### src/rtl/jump_group_sequencer.sv
// jump_group_sequencer
// Phase-sequenced jump-group (group 2) controller. It captures a jump on DECODE
// and evaluates its condition and target on EXECUTE. On COMMIT it issues a
// one-cycle PC load. It also owns the HALT/wake state and a saturating counter
// of taken jumps.
// Optional feature macro: JUMPGRP_LINK_EN. When defined, taken absolute jumps
// pulse LINK_WEN with PC_LOAD. When undefined, LINK_WEN is tied low.
module jump_group_sequencer #(
  parameter int          PC_W    = 16,
  parameter int          CNT_W   = 8,
  parameter logic [15:0] HALT_OP = 16'h0000
) (
  input  logic             CLK,
  input  logic             RESET,
  input  logic [15:0]      INSTRUCTION,
  input  logic             FETCH,
  input  logic             DECODE,
  input  logic             EXECUTE,
  input  logic             COMMIT,
  input  logic [PC_W-1:0]  PC,
  input  logic [3:0]       FLAGS,
  input  logic [PC_W-1:0]  REGB_DATA,
  input  logic             WAKE,
  output logic [2:0]       REGB_ADDR,
  output logic             PC_EN,
  output logic             PC_LOAD,
  output logic [PC_W-1:0]  PC_NEXT,
  output logic             LINK_WEN,
  output logic [CNT_W-1:0] TAKEN_CNT,
  output logic             BUSY
);

  typedef enum logic [1:0] {
    ST_IDLE    = 2'd0,
    ST_DECODED = 2'd1,
    ST_EVAL    = 2'd2,
    ST_HALTED  = 2'd3
  } state_t;

  state_t            state_r;
  logic [13:0]       instr_r;
  logic [2:0]        regb_addr_r;
  logic [PC_W-1:0]   pc_next_r;
  logic              taken_r;
  logic              pc_load_r;
  logic              pc_en_r;
  logic              busy_r;
  logic [CNT_W-1:0]  taken_cnt_r;

  logic              is_jump_s;
  logic              halt_s;
  logic [2:0]        regb_sel_s;
  logic [PC_W-1:0]   target_s;
  logic              cond_s;
  logic [15:0]       u16_s;
  logic              unused_s;

  // FETCH carries no information for the jump group.
  assign unused_s  = FETCH;

  assign is_jump_s = (INSTRUCTION[15:14] == 2'b10);
  // A HALT commit is suppressed when WAKE arrives in the same cycle.
  assign halt_s    = COMMIT && (INSTRUCTION == HALT_OP) && !WAKE;
  assign u16_s     = {instr_r[7:0], REGB_DATA[7:0]};

  // Register-file B read select chosen from the instruction being decoded.
  always_comb begin
    regb_sel_s = 3'd0;
    case (INSTRUCTION[11:10])
      2'b00:   regb_sel_s = INSTRUCTION[2:0];
      2'b01:   regb_sel_s = 3'd1;
      2'b11:   regb_sel_s = 3'd1;
      default: regb_sel_s = 3'd0;
    endcase
  end

  // Jump target and condition from the captured instruction; sums wrap at PC_W.
  always_comb begin
    target_s = {PC_W{1'b0}};
    case (instr_r[11:10])
      2'b00:   target_s = REGB_DATA;
      2'b01:   target_s = PC_W'(u16_s);
      2'b10:   target_s = PC + PC_W'($signed(instr_r[7:0]));
      2'b11:   target_s = PC + PC_W'(u16_s);
      default: target_s = REGB_DATA;
    endcase
    cond_s = !instr_r[13] || (FLAGS[instr_r[9:8]] ^ instr_r[12]);
  end

`ifdef JUMPGRP_LINK_EN
  logic link_wen_r;
  assign LINK_WEN = link_wen_r;
`else
  assign LINK_WEN = 1'b0;
`endif

  // Phase sequencer: state, captured fields and all registered outputs.
  always_ff @(posedge CLK) begin
    if (RESET) begin
      state_r     <= ST_IDLE;
      instr_r     <= 14'd0;
      regb_addr_r <= 3'd0;
      pc_next_r   <= {PC_W{1'b0}};
      taken_r     <= 1'b0;
      pc_load_r   <= 1'b0;
      pc_en_r     <= 1'b1;
      busy_r      <= 1'b0;
      taken_cnt_r <= {CNT_W{1'b0}};
`ifdef JUMPGRP_LINK_EN
      link_wen_r  <= 1'b0;
`endif
    end else begin
      pc_load_r <= 1'b0;
`ifdef JUMPGRP_LINK_EN
      link_wen_r <= 1'b0;
`endif
      if (state_r == ST_HALTED) begin
        if (WAKE) begin
          state_r <= ST_IDLE;
          pc_en_r <= 1'b1;
        end
      end else if (halt_s) begin
        state_r <= ST_HALTED;
        pc_en_r <= 1'b0;
        busy_r  <= 1'b0;
      end else if (DECODE) begin
        if (is_jump_s) begin
          state_r     <= ST_DECODED;
          instr_r     <= INSTRUCTION[13:0];
          regb_addr_r <= regb_sel_s;
          busy_r      <= 1'b1;
        end else begin
          state_r <= ST_IDLE;
          busy_r  <= 1'b0;
        end
      end else if ((state_r == ST_DECODED) && EXECUTE) begin
        state_r   <= ST_EVAL;
        pc_next_r <= target_s;
        taken_r   <= cond_s;
      end else if ((state_r == ST_EVAL) && COMMIT) begin
        state_r <= ST_IDLE;
        busy_r  <= 1'b0;
        if (taken_r) begin
          pc_load_r <= 1'b1;
`ifdef JUMPGRP_LINK_EN
          link_wen_r <= !instr_r[11];
`endif
          if (taken_cnt_r != {CNT_W{1'b1}}) begin
            taken_cnt_r <= taken_cnt_r + CNT_W'(1'b1);
          end
        end
      end
    end
  end

  assign REGB_ADDR = regb_addr_r;
  assign PC_EN     = pc_en_r;
  assign PC_LOAD   = pc_load_r;
  assign PC_NEXT   = pc_next_r;
  assign TAKEN_CNT = taken_cnt_r;
  assign BUSY      = busy_r;

endmodule

### config.mk
export PLATFORM = sky130hd
export DESIGN_NAME = jump_group_sequencer
export DESIGN_NICKNAME = d
export VERILOG_FILES = /design/src/rtl/jump_group_sequencer.sv
export SDC_FILE = /design/constraint.sdc
export NUM_CORES = 1
export LEC_CHECK = 0
export BUFFER_PORTS_ARGS = -buffer_cell sky130_fd_sc_hd__buf_2
export CORE_ASPECT_RATIO = 1.4
export CORE_MARGIN = 2
export CORE_UTILIZATION = 35
export CTS_CLUSTER_DIAMETER = 60
export DETAILED_ROUTE_END_ITERATION = 10
export PLACE_DENSITY_LB_ADDON = 0.25
export SLEW_MARGIN = 20
export SYNTH_ARGS = -nofsm -noshare
export SYNTH_HDL_FRONTEND = slang
export SYNTH_SLANG_ARGS = --single-unit
### constraint.sdc
create_clock -name CLK -period 4 [get_ports CLK]
set_input_delay 0.6 -clock CLK [delete_from_list [all_inputs] [get_ports CLK]]
set_output_delay 0.6 -clock CLK [all_outputs]
set_load 0.05 [all_outputs]
==> impl_metrics.tcl <==
set metrics [dict create \
    gr-usage-all-layers 0.185 \
    regArea_um2 941 \
    hold_path_class "flip-flop to flip-flop" \
    yosys_warnings 0 \
    r2r_cells 8 \
    multi_input_area_um2 2220 \
    synthCells 403 \
    startpoint_type "flip-flop" \
    powerDensity_nw_per_um2 287 \
    hold_buffers 0 \
    postPlaceCellArea_um2 3790 \
    cts_made_buffers 5 \
    fmax_ghz 0.333 \
    seqPwrFrac 0.427 \
    hold_slack_ps 449 \
    die_h_um 119 \
    final_common_cell "buf_2" \
    arrival_ps 3170 \
    p_clk_frac 0.406 \
    die_x_um 85.8 \
    grt_pass1_vias 3072 \
    drt_wl_total_um 9380 \
    switching_power_w 0.000313 \
    n_antenna_cell 0 \
    timing.rr.end "PC_NEXT[15]" \
    cts.sinks 47 \
    r2r_slack_ps 1000 \
    synthDistinctLibCells 63 \
    drive_above_1_share 0.255 \
    synth.area.top_cells "dfxtp_1 (29%), ha_1 (7.2%), a21oi_1 (5.9%)" \
    ant_nets 0 \
    r2r-start "instr_r[11]" \
    maxCapViolCount 0 \
    pwr-share-comb 0.168 \
    hold_violations 0 \
    avgSynthCellArea_um2 8.14 \
    nNetsFinal 557 \
    io_buffers 87 \
    postCtsResizedCells 0 \
    holdPathStages 1 \
    syn_to_final_growth_pct 20.2 \
    grt_max_degree 58 \
    wl_per_cell_um 16.0 \
    slew_viol_final 0 \
    rsz0062_at_grt "no" \
    tightest_slew_ps 1020 \
    synth_nets 482 \
    worstHoldStart "instr_r[13]" \
    place_congestion 0.947 \
    clk_latency_ps 290 \
    synth_top_area_frac 0.287 \
    grt_antenna_before_repair 0 \
    maxSlewHeadroom 0.321 \
    fillCellCount 940 \
    drtIter0Drc 154 \
    leakage_nw 1.69 \
    hold-path-endpoint "taken_r" \
    stdcell_area_um2 3950 \
    tritoncts "yes" \
    dr.pass1.iters 8 \
    initial_core_util 0.361 \
    synth_seq_cells 47 \
    criticalPathCategory "flip-flop to flip-flop" \
    vias 3209 \
    critPathLaunch "instr_r[11]" \
    rows 41 \
    cp_max_fo 10 \
    dp.final_hpwl_um 7080 \
    min_period_ps 3000 \
    netlist_area_um2 3280 \
    yosysTopAreaCell "dfxtp_1" \
    cts-root-buf "clkbuf_16" \
    tns_ps 0 \
    skew_ps 8.03 \
    cts_htree_levels 2 \
    p_total_w 0.00113 \
    swShare 0.276 \
    p_int_w 0.000821 \
    peakVddDrop_mv 0.248 \
    setup_viol 0 \
    cp.required_ps 4170 \
    yosys_most_used_dff "dfxtp_1" \
    synth_edf_count 0 \
    fin_crit_sh 0.751 \
    die_area_um2 10200 \
    yosysSeqAreaShare 0.287 \
    post-route-util 0.435 \
    grt_remaining_overflow 0 \
    vias_per_cell 5.48 \
    clk_pin_slew_worst_paths_ps 70 \
    violations "design-rule violations" \
    grt_pass1_wl_um 15100 \
    cts_setup_buffers 0 \
    ctsLongestPathBuffers 2 \
    drc_errors 6 \
    ios 90 \
    critPathCaptureType "flip-flop" \
    final_cell_mix "buf_2 (87), nand2_1 (51), dfxtp_1 (47), a21oi_1 (39), nor2_1 (29)" \
    status "finished, violations left" \
    core-area_um2 9080 \
    synthArstFlopShare 0 \
]
==> cell usage after synthesis (4+ instances only) <==
library cell / n
a211oi_1: 9
a21o_1: 11
a21oi_1: 39
a311oi_1: 4
and2_1: 4
and3_1: 5
buf_1: 5
clkbuf_1: 14
dfxtp_1: 47
ha_1: 19
mux2_2: 11
mux2i_1: 16
nand2_1: 51
nand3_1: 17
nand3b_1: 9
nor2_1: 29
nor2b_1: 8
nor3_1: 9
nor4_1: 4
o211ai_1: 4
o21ai_0: 12
o31ai_1: 5
o41ai_1: 4
xnor2_1: 8
==> kinds of logic (layout without fill, tap and decap cells) <==
| group | after synthesis | count (layout) | share of synthesized area |
|---|---|---|---|
| AOI/OAI and AO/OA | 110 | 110 | 0.223 |
| xor gates and xnor gates | 10 | 10 | 0.0267 |
| adders and majority gates | 20 | 20 | 0.0785 |
| buffers and inverters | 28 | 104 | 0.0370 |
| DFF | 47 | 47 | 0.287 |
| muxes | 29 | 29 | 0.0968 |
| other | 1 | 1 | 0.00114 |
| and+or+nand+nor | 158 | 158 | 0.250 |
==> worst max-delay path, stage by stage (launching register included) <==
cell       delay, ps
dfxtp_1          320
and2_1           410
mux2_2           400
ha_1             310
a21o_1           190
a221oi_2         390
o21ai_0          230
a2111oi_0        490
o41ai_1          130
==> sequential cells by signal, summed over array words and instances, names as in the netlist <==
name       count
BUSY           1
PC_EN          1
PC_LOAD        1
PC_NEXT       16
REGB_ADDR      3
TAKEN_CNT      8
instr_r       14
state_r        2
taken_r        1
==> per-stage QoR <==
stage	std cells	setup WS, ps
2_1_floorplan	403	957
3_3_place_gp	578	1020
4_1_cts	586	985
5_1_grt	586	875
6_report	586	997
3_5_place_dp	578	996
==> layout make-up <==
class,count,share of cell area
repair buffers,93,0.122
flip-flops and latches,47,0.238
clock buffers,7,0.0387
inverters,3,0.00285
clock inverters,1,0.00190
multi-input cells,328,0.562
well taps,107,0.0339
==> per-layer routing <==
metal	wire length (um)	vias to the layer above	GRT usage
li1	-	1634	-
met2	4820	83	0.333
met4	114	0	0.0466
met1	3900	1484	0.220
met5	0	-	0
met3	539	8	0.0384
==> power by group through the flow <==
stage	logic (W)	registers, W	clock network (W)
3_3_place_gp	0.000188	0.000495	0
5_1_grt	0.000210	0.000485	0.000488
2_1_floorplan	0.000116	0.000502	0
6_report	0.000191	0.000484	0.000460
3_5_place_dp	0.000190	0.000495	0
4_1_cts	0.000191	0.000484	0.000473
==> worst max path at each step <==
stage                  endpoint  slack, ps  depth (start not counted)
floorplan           PC_NEXT[15]        960                         10
global placement    PC_NEXT[15]       1020                          8
detailed placement  PC_NEXT[15]       1000                          8
CTS                 PC_NEXT[15]        980                          8
global route        PC_NEXT[15]        880                          8
finish              PC_NEXT[15]       1000                          8
No activity file was read; power rests on OpenSTA's default activity.
